`src/rtl/axi_master_write_channel.sv`:
```
`default_nettype none
// ---------------------------------------------------------------------------
// axi_master_write_channel: single-burst AXI write master (AW -> W -> B).
// Optional B-response watchdog is compiled in with AXI_MW_TIMEOUT_EN.
// Revision: 1.0
// ---------------------------------------------------------------------------
module axi_master_write_channel #(
  parameter int ADDR_WIDTH          = 32,
  parameter int WRITE_CHANNEL_WIDTH = 32,
  parameter int WRITE_BURST_LEN     = 8,
  parameter int TIMEOUT_CYCLES      = 255
) (
  input  logic                           clk,
  input  logic                           rst_n,
  input  logic                           req_valid,
  output logic                           req_ready,
  input  logic [ADDR_WIDTH-1:0]          req_addr,
  input  logic [WRITE_BURST_LEN-1:0]     req_len,
  input  logic                           src_valid,
  output logic                           src_ready,
  input  logic [WRITE_CHANNEL_WIDTH-1:0] src_data,
  output logic                           done,
  output logic                           done_resp,
  output logic                           timeout_err,
  output logic                           AWVALID,
  input  logic                           AWREADY,
  output logic [ADDR_WIDTH-1:0]          AWADDR,
  output logic [WRITE_BURST_LEN-1:0]     AWLEN,
  output logic [2:0]                     AWSIZE,
  output logic [1:0]                     AWBURST,
  output logic                           WVALID,
  input  logic                           WREADY,
  output logic [WRITE_CHANNEL_WIDTH-1:0] WDATA,
  output logic                           WLAST,
  input  logic                           BVALID,
  input  logic                           BRESP,
  output logic                           BREADY
);

  typedef enum logic [1:0] {
    IDLE = 2'd0,
    ADDR = 2'd1,
    DATA = 2'd2,
    RESP = 2'd3
  } state_t;

  state_t                     state_q, state_d;
  logic [ADDR_WIDTH-1:0]      addr_q, addr_d;
  logic [WRITE_BURST_LEN-1:0] len_q, len_d;
  // One bit wider than the length so an all-ones length does not wrap early.
  logic [WRITE_BURST_LEN:0]   beat_cnt_q, beat_cnt_d;
  logic                       done_q, done_d;
  logic                       done_resp_q, done_resp_d;
  logic                       last_beat;

  assign last_beat = (beat_cnt_q == {1'b0, len_q});
  assign AWSIZE    = 3'b010;
  assign AWBURST   = 2'b01;
  assign done      = done_q;
  assign done_resp = done_resp_q;

`ifdef AXI_MW_TIMEOUT_EN
  localparam int TMO_W = (TIMEOUT_CYCLES > 1) ? $clog2(TIMEOUT_CYCLES) : 1;
  localparam logic [TMO_W-1:0] TMO_LAST = TMO_W'(TIMEOUT_CYCLES - 1);

  logic [TMO_W-1:0] tmo_cnt_q, tmo_cnt_d;
  logic             tmo_err_q, tmo_err_d;

  assign timeout_err = tmo_err_q;
`else
  logic unused_timeout_cfg;
  assign unused_timeout_cfg = (TIMEOUT_CYCLES == 0);
  assign timeout_err        = 1'b0;
`endif

  always_comb begin
    state_d     = state_q;
    addr_d      = addr_q;
    len_d       = len_q;
    beat_cnt_d  = beat_cnt_q;
    done_d      = 1'b0;
    done_resp_d = done_resp_q;
    req_ready   = 1'b0;
    src_ready   = 1'b0;
    AWVALID     = 1'b0;
    AWADDR      = '0;
    AWLEN       = '0;
    WVALID      = 1'b0;
    WDATA       = '0;
    WLAST       = 1'b0;
    BREADY      = 1'b0;
`ifdef AXI_MW_TIMEOUT_EN
    tmo_cnt_d   = tmo_cnt_q;
    tmo_err_d   = 1'b0;
`endif
    case (state_q)
      IDLE: begin
        req_ready = 1'b1;
        if (req_valid) begin
          addr_d     = req_addr;
          len_d      = req_len;
          beat_cnt_d = '0;
          state_d    = ADDR;
        end
      end
      ADDR: begin
        AWVALID = 1'b1;
        AWADDR  = addr_q;
        AWLEN   = len_q;
        if (AWREADY) state_d = DATA;
      end
      DATA: begin
        // Source beats pass straight through; a source bubble is a W bubble.
        WVALID    = src_valid;
        WDATA     = src_data;
        WLAST     = src_valid && last_beat;
        src_ready = WREADY;
        if (src_valid && WREADY) begin
          beat_cnt_d = beat_cnt_q + 1'b1;
          if (last_beat) begin
            state_d = RESP;
`ifdef AXI_MW_TIMEOUT_EN
            tmo_cnt_d = '0;
`endif
          end
        end
      end
      RESP: begin
        BREADY = 1'b1;
        if (BVALID) begin
          done_d      = 1'b1;
          done_resp_d = BRESP;
          state_d     = IDLE;
        end
`ifdef AXI_MW_TIMEOUT_EN
        else if (tmo_cnt_q == TMO_LAST) begin
          done_d      = 1'b1;
          done_resp_d = 1'b0;
          tmo_err_d   = 1'b1;
          state_d     = IDLE;
        end else begin
          tmo_cnt_d = tmo_cnt_q + 1'b1;
        end
`endif
      end
      default: state_d = IDLE;
    endcase
  end

  always_ff @(posedge clk) begin
    if (!rst_n) begin
      state_q     <= IDLE;
      addr_q      <= '0;
      len_q       <= '0;
      beat_cnt_q  <= '0;
      done_q      <= 1'b0;
      done_resp_q <= 1'b0;
    end else begin
      state_q     <= state_d;
      addr_q      <= addr_d;
      len_q       <= len_d;
      beat_cnt_q  <= beat_cnt_d;
      done_q      <= done_d;
      done_resp_q <= done_resp_d;
    end
  end

`ifdef AXI_MW_TIMEOUT_EN
  always_ff @(posedge clk) begin
    if (!rst_n) begin
      tmo_cnt_q <= '0;
      tmo_err_q <= 1'b0;
    end else begin
      tmo_cnt_q <= tmo_cnt_d;
      tmo_err_q <= tmo_err_d;
    end
  end
`endif

endmodule
`default_nettype wire

```
`config.mk`:
```
export PLATFORM = sky130hd
export DESIGN_NAME = axi_master_write_channel
export DESIGN_NICKNAME = d
export VERILOG_FILES = /design/src/rtl/axi_master_write_channel.sv
export SDC_FILE = /design/constraint.sdc
export NUM_CORES = 1
export LEC_CHECK = 0
export CORE_MARGIN = 1.5
export CORE_UTILIZATION = 41
export DETAILED_ROUTE_END_ITERATION = 10
export HOLD_SLACK_MARGIN = 0.12
export PLACE_DENSITY = 0.87
export SLEW_MARGIN = 15
export SYNTH_ARGS = -nofsm -noshare
export SYNTH_HDL_FRONTEND = slang
export SYNTH_SLANG_ARGS = --single-unit
```
`constraint.sdc`:
```
create_clock -name clk -period 4.65 [get_ports clk]
set_input_delay 0.93 -clock clk [delete_from_list [all_inputs] [get_ports clk]]
set_output_delay 0.93 -clock clk [all_outputs]
set_load 0.03 [all_outputs]
```
---- Word level (Yosys, flattened, before mapping) ----
Index checks and enable logic that the tools add are counted.
word-level totals
  bits in registers ....................... 53
  word-level logic and storage cells ...... 44
  input bits .............................. 80
  memory bits (writable) .................. 0
  output and inout port bits .............. 86
  bits in latches ......................... 0
  ROM bits ................................ 0
  memories ................................ 0
operators by class
  shift operators ......................... 0
  bitwise operators ....................... 0
  $lt $le $gt $ge ......................... 0
  reductions and logical operators ........ 9
  $mul .................................... 0
  divide/modulo/power cells ............... 0
  equality and inequality tests ........... 9
  add/sub/neg operators ................... 1
  muxes and demuxes ....................... 19
operators with widths
  kind                                                              number
  32-bit two-way mux                                                2
  9-bit two-way mux                                                 2
  9-bit one-hot mux with 2 select lines                             1
  2-bit two-way mux                                                 5
  2-bit inequality test (second input constant)                     5
  9-bit by 1-bit adder with 9-bit output (second input constant)    1
  9-bit by 8-bit == test with 1-bit output                          1
  8-bit two-way mux                                                 1
  2-bit one-hot mux with 4 select lines                             1
  1-bit two-way mux                                                 7
  2-bit AND reduction                                               3
  5-bit AND reduction                                               1
  2-bit == test (second input constant)                             2
  3-bit AND reduction                                               1
  2-bit by 1-bit == test with 1-bit output (second input constant)  1
  1-bit logical AND                                                 2
  2-bit logical NOT                                                 1
  2-bit nonzero test                                                1

---- Depth between registers and ports, before layout ----
Gate-level depths: netlist of run 1.
  word-level depth ........................ 4
  gate-level depth with buffers ........... 7
  gate-level depth less buffers ........... 7

---- Least setup slack after synthesis of run 1 ----
Ideal clock, no wire load.
  kind .................................... register to output
  start ................................... register state_q[0]
  end ..................................... output port WLAST
  data required time ...................... 3720 ps
  arrival ................................. 1961 ps
  setup slack ............................. 1759 ps
  stages on the path, launching flop included .. 6
  cell sequence ........................... dfxtp_1 -> inv_1 -> ha_1 -> clkbuf_1 -> inv_1 -> nor4_1
on the way
  longest elaborated chain between the ends .. 2
ends and longest elaborated chain
  element                 line  RTL
  from (decl)             47    state_t state_q, state_d;
  from (signal assigned)  159   state_q <= state_d;
  2-bit == test           96    case (state_q)
  1-bit two-way mux       96
  to (decl)               34    output logic WLAST,
Every way passes these cells.

---- Final worst setup path of run 1 ----
Same ends and word-level chain as after synthesis.

==> results of run 1 <==
==> final cells by class <==
class / count / area [um2] / area share, %
timing repair buffer: 163 / 1620 / 36.1
clock buffer: 5 / 68.8 / 1.53
tap: 77 / 96.3 / 2.14
clock inverter: 3 / 48.8 / 1.08
inverter: 3 / 11.3 / 0.250
sequential: 53 / 1060 / 23.6
multi-input combinational: 270 / 1590 / 35.4
==> sequential cells by signal, indices dropped and copies added (netlist names) <==
name,flops
beat_cnt_q,9
done_resp,1
done,1
len_q,8
state_q,2
addr_q,32
==> report_power, final <==
group | switching, mW | internal, mW | leakage [nW] | total, mW
combinational | 0.593 | 0.403 | 1.21 | 0.996
clock | 0.162 | 0.164 | 0.0563 | 0.327
sequential | 0.0417 | 0.528 | 0.433 | 0.570
total | 0.797 | 1.10 | 1.70 | 1.89
==> kinds of logic after synthesis <==
family,count (synthesis),share of synthesized area [%]
AND/OR/NAND/NOR,194,35.7
flip-flops,53,38.2
AO/OA/AOI/OAI,48,12.9
buffers and inverters,31,5.18
XOR/XNOR,15,4.73
adder cells (fa/ha/maj),6,2.70
other,2,0.270
multiplexers,1,0.360
==> critical path, stage by stage (launching register included) <==
cell and delay, ns:
dfxtp_1 0.36, inv_1 0.11, ha_1 0.88, inv_1 0.14
nor4_1 0.30, clkdlybuf4s50_1 0.72
==> final timing paths <==
| check | endpoint | depth (start not counted) | start |
|---|---|---|---|
| worst max-delay path | WLAST | 5 | state_q[0] |
| worst min-delay path | addr_q[21] | 2 | addr_q[21] |
| worst max register to register | beat_cnt_q[5] | 7 | state_q[0] |
| worst min register to register | addr_q[21] | 2 | addr_q[21] |
==> through the flow <==
| step | setup WS, ns | hold slack, ns |
|---|---|---|
| 3_3_place_gp | 1.27 | 0.444 |
| 6_report | 0.890 | 0.462 |
| 5_1_grt | 0.676 | 0.483 |
| 4_1_cts | 0.852 | 0.466 |
| 3_5_place_dp | 1.22 | 0.451 |
| 2_1_floorplan | 1.76 | 0.439 |
==> layer usage <==
metal  share of wire (%)  GRT usage, %  vias up
li1                    -             -     1393
met3                 7.6          5.84       10
met1                  44          25.7     1228
met2                  47          34.8       95
met4                 1.5          4.99        0
met5                   0             0        -
==> cell usage after synthesis (all sizes together) <==
| cell | count |
|---|---|
| a21boi | 42 |
| a21oi | 1 |
| a31oi | 1 |
| and2 | 75 |
| and2b | 2 |
| and3 | 3 |
| and4 | 2 |
| buf | 10 |
| clkbuf | 18 |
| conb | 2 |
| dfxtp | 53 |
| ha | 6 |
| inv | 3 |
| mux2i | 1 |
| nand2 | 85 |
| nand2b | 2 |
| nand3 | 3 |
| nand3b | 1 |
| nand4 | 6 |
| nor2 | 8 |
| nor2b | 1 |
| nor4 | 3 |
| o21a | 1 |
| o21ai | 2 |
| o311a | 1 |
| or2b | 1 |
| or3 | 2 |
| xnor2 | 10 |
| xor2 | 5 |
==> results.md, run 1 <==
* DIE AREA at 7280 um2
* Util after Layout at 69.6%
* Fin. max-slew vios at 0
* First-pass GRT wire length at 12.2 mm
* P_leak at 1.70 nW
* Placed Area at 4380 um2
* Post-CTS Hold Fix Bufs at 0
* Setup_tns at 0 ns
* Initial Util at 43.0%
* Die height at 85.3 um
* Via/cell ratio at 4.75
* Largest net degree at the start of global routing at 42
* Sequential share of the synthesized area at 38.2%
* Max IR drop VDD at 0.232 mV
* All-layer global routing usage at 20.5%
* # diodes at 0
* Max transition margin at 28.5%
* Gpl congestion at 0.788
* Hold Path Class: register to register
* Initial detailed-routing violation count at 84
* Pwr dens at 421 nW/um2
* Post-layout min period at 3.76 ns
* Status: finished, violations left
* Antenna violations before repair at 0
* Via count at 2726
* RSZ-0062 raised after global routing: no
* Failing checks: DRC
* Core area at 6460 um2
* Clock skew at 0.00510 ns
* Syn. warnings at 0
* Post-synth top area cell: dfxtp_1
* Cells after Synth at 350
* Routed wire length at 7.70 mm
* Vias in the first global route at 2543
* Commonest non-fill, non-tap cells in the layout: 159 x clkdlybuf4s50_1, 85 x nand2_1, 75 x and2_1
* R2r setup slk at 2.03 ns
* Final period utilization at 80.9%
* Type of origin of the critical path: register
* Fillers at 530
* Setup violators final at 0
* Wire per inst at 13.4 um
* CTS Buf Count at 5
* Max Root-Sink Buffers at 2
* Number of I/O port buffers at 159
* FMAX at 266 MHz
* Setup Buffers After CTS at 0
* Share of layout cells above drive strength 1 at 2.82%
* Post-CTS Resized at 0
* Critical Path RT at 3.72 ns
* Rows at 29
* Worst slew pin tran at 1.07 ns
* Post-synth top area share at 38.2%
* Max FO, Critical Path at 41
* Die Wd at 85.3 um
* Synth top area cells: dfxtp_1 38%, and2_1 17%, nand2_1 11%, a21boi_0 11%, xnor2_1 3.2%
* Design area at 4500 um2
* CTS tree: done
* Layout Cells excl Fill at 574
* Syn_area_per_cell at 7.94 um2
* Cell area after synthesis at 2780 um2
* NumNets Final at 582
* Endpoints failing hold at 0
* Total power at 1.89 mW
* Most frequent standard cell in the layout excluding fill and tap cells: clkdlybuf4s50_1
* I/O pins at 166
* Root Driver: clkbuf_8
* Antenna Nets Post-Route at 0
* Clock slew at reported path FFs at 0.10 ns
* Worst-Skew Late Latency at 0.31 ns
* Arrival time worst endpoint at 2.83 ns
* Max Cap Viol at 0
* DP HPWL at 5.72 mm
* Crit Path Class: register to primary output
* Iteration count of the initial detailed-routing pass at 7
* Dpl cells at 566
* Overflow after GRT at 0
* H-tree levels at 2
* Clock sinks at 53
* Library cells used by synthesis at 33
* Synthesis-to-layout area growth at 61.8%
* Crit. End Element: primary output
* Seq cells post-synth at 53
* Residual DRC at 12
Power figures use the tool's default switching activity.
==> inputs of run 2 (changes only) <==
--- a/config.mk
+++ b/config.mk
@@ -6,10 +6,10 @@
 export NUM_CORES = 1
 export LEC_CHECK = 0
 export CORE_MARGIN = 1.5
-export CORE_UTILIZATION = 41
+export CORE_UTILIZATION = 34
 export DETAILED_ROUTE_END_ITERATION = 10
 export HOLD_SLACK_MARGIN = 0.12
-export PLACE_DENSITY = 0.87
+export PLACE_DENSITY = 0.77
 export SLEW_MARGIN = 15
 export SYNTH_ARGS = -nofsm -noshare
 export SYNTH_HDL_FRONTEND = slang
==> constraint.sdc (replaced) <==
create_clock -name clk -period 3.4 [get_ports clk]
set_input_delay 0.68 -clock clk [delete_from_list [all_inputs] [get_ports clk]]
set_output_delay 0.68 -clock clk [all_outputs]
set_load 0.03 [all_outputs]
==> results.md, run 2 (synthesis gave the netlist of run 1 again) <==
* Status: complete, no violations (was finished, violations left)
* Gpl congestion at 0.837 (was 0.788)
* Hold depth at 2 (unchanged)
* Type of origin of the critical path: primary input (was register)
* Iteration count of the initial detailed-routing pass at 4 (was 7)
* Setup_tns at 0 ns (unchanged)
* Post-layout min period at 2.92 ns
* Synthesis-to-layout area growth at 63.4% (was 61.8%)
* Fillers at 721 (was 530)
* Root Driver: clkbuf_8 (unchanged)
* R2r setup slk at 1.59 ns (was 2.03 ns)
* Post-CTS Hold Fix Bufs at 0 (unchanged)
* Number of I/O port buffers at 159 (unchanged)
* I/O pins at 166 (unchanged)
* CTS tree: done (unchanged)
* Most frequent standard cell in the layout excluding fill and tap cells: clkdlybuf4s50_1 (unchanged)
* Worst slack at placement at 0.485 ns (was 1.22 ns)
* Die Wd at 93.4 um (was 85.3 um)
* Util after Layout at 58.2% (was 69.6%)
* Via/cell ratio at 4.54 (was 4.75)
* Post-CTS Resized at 0 (unchanged)
* Die height at 93.4 um (was 85.3 um)
* Largest Register: addr_q (unchanged)
* Total power at 2.57 mW (was 1.89 mW)
* Crit. End Element: primary output (unchanged)
* Worst slew pin tran at 0.663 ns (was 1.07 ns)
* First-pass GRT wire length at 12.3 mm (was 12.2 mm)
* DP HPWL at 5.69 mm (was 5.72 mm)
* FMAX at 342 MHz
* Critical R2R Capture: beat_cnt_q[3] (was beat_cnt_q[5])
* Largest net degree at the start of global routing at 42 (unchanged)
* FF/Latch Area at 1060 um2 (unchanged)
* Hold path start: addr_q[21] (unchanged)
* Via count at 2727 (was 2726)
* Layout Cells excl Fill at 601 (was 574)
* Clock sinks at 53 (unchanged)
* Setup Buffers After CTS at 0 (unchanged)
* Max IR drop VDD at 0.285 mV (was 0.232 mV)
* Overflow after GRT at 0 (unchanged)
* Routed wire length at 7.58 mm (was 7.70 mm)
* Hold Path End: addr_q[21] (unchanged)
* RSZ-0062 raised after global routing: no (unchanged)
* Max Root-Sink Buffers at 2 (unchanged)
* Final WS setup at 0.478 ns (was 0.890 ns)
* CP max stage cell: clkdlybuf4s50_1 (was ha_1)
* Rows at 32 (was 29)
* Initial detailed-routing violation count at 90 (was 84)
* Cell Chain, Critical Path: clkdlybuf4s50_1 > nand3b_1 > nor4_1 > clkdlybuf4s50_1 (was inv_1 > ha_1 > inv_1 > nor4_1 > clkdlybuf4s50_1)
* Reg-to-reg startpoint: state_q[0] (unchanged)
* P_leak at 1.72 nW (was 1.70 nW)
* Dpl cells at 593 (was 566)
* Multi-input combinational cell area at 1590 um2 (unchanged)
* All-layer global routing usage at 17.3% (was 20.5%)
* Antenna violations before repair at 0 (unchanged)
* Residual DRC at 0 (was 12)
* FF-to-FF path depth at 7 (unchanged)
* Max transition margin at 55.7% (was 28.5%)
* Commonest non-fill, non-tap cells in the layout: 159 x clkdlybuf4s50_1, 85 x nand2_1, 75 x and2_1 (unchanged)
* Initial Util at 35.6% (was 43.0%)
* H-tree levels at 2 (unchanged)
* # diodes at 0 (unchanged)
* DIE AREA at 8730 um2 (was 7280 um2)
* Max Cap Viol at 0 (unchanged)
* Setup violators final at 0 (unchanged)
* Wire per inst at 12.6 um (was 13.4 um)
* Final period utilization at 85.9%
* Crit Path Class: primary input to primary output (was register to primary output)
* CTS Buf Count at 5 (unchanged)
* Share of layout cells above drive strength 1 at 3.01% (was 2.82%)
* Pwr dens at 567 nW/um2 (was 421 nW/um2)
* Endpoints failing hold at 0 (unchanged)
* Core area at 7810 um2 (was 6460 um2)
* Crit path largest cell delay at 0.73 ns (was 0.88 ns)
* Critical Path RT at 2.72 ns (was 3.72 ns)
* Crit-path most repeated cell: clkdlybuf4s50_1 (was inv_1)
* Clock slew at reported path FFs at 0.09 ns (was 0.10 ns)
* Fin. max-slew vios at 0 (unchanged)
* Worst-Skew Late Latency at 0.30 ns (was 0.31 ns)
* Clock skew at 0.00660 ns (was 0.00510 ns)
* Max FO, Critical Path at 3 (was 41)
* Arrival time worst endpoint at 2.24 ns (was 2.83 ns)
* Largest registers: addr_q x32, beat_cnt_q x9, len_q x8 (unchanged)
* Hold Path Class: register to register (unchanged)
* Vias in the first global route at 2684 (was 2543)
* Number of flip-flops in the largest register at 32 (unchanged)
* Antenna Nets Post-Route at 0 (unchanged)
* NumNets Final at 584 (was 582)
==> run 2: cell count changes in the layout (fill, tap and decap cells not counted), sizes merged <==
cell	previous run	this run
buf	4	6
clkbuf	5	7
clkinvlp	1	0
inv	4	3
==> run 2: how the worst max path moves through the flow <==
stage                from       end  slack [ns]  cells past startpoint
2_1_floorplan  state_q[0]     WLAST        0.76                      5
6_report        src_valid     WLAST        0.48                      4
3_3_place_gp    src_valid     WLAST        0.50                      4
4_1_cts         src_valid     WLAST        0.47                      4
5_1_grt        state_q[0]  WDATA[0]        0.34                      5
3_5_place_dp    src_valid     WLAST        0.49                      4
==> run 2: area by class of cell <==
type	count	area share, %
clock buffers	7	1.90
inverters	3	0.248
multi-input cells	270	35.0
clock inverters	1	0.661
flip-flops and latches	53	23.4
repair buffers	165	36.0
well taps	102	2.81
==> run 2: report_power, final <==
group | internal [mW] | total [mW] | leakage (nW) | switching (mW)
Combinational | 0.560 | 1.36 | 1.22 | 0.803
Sequential | 0.723 | 0.780 | 0.433 | 0.0574
Clock | 0.240 | 0.432 | 0.0585 | 0.192
==> run 2: layer usage <==
metal  GRT usage, %  vias to the layer above  wire length [um]
met5              0                        -                 0
met4           3.79                        0                70
met3           4.72                        6               608
met2           30.4                       92              3690
met1           20.9                     1233              3210
li1               -                     1396                 -
==> run 2: worst max-delay path: cells and delay by family <==
kind | cells | cell delay, ns
buffers and inverters | 2 | 1.24
and+or+nand+nor | 2 | 0.32
==> run 2: through the flow <==
stage,hold slack [ns],area [um2]
finish,0.458,4540
global route,0.493,4540
CTS,0.465,4540
detailed placement,0.452,4430
global placement,0.445,4430
floorplan,0.439,2800
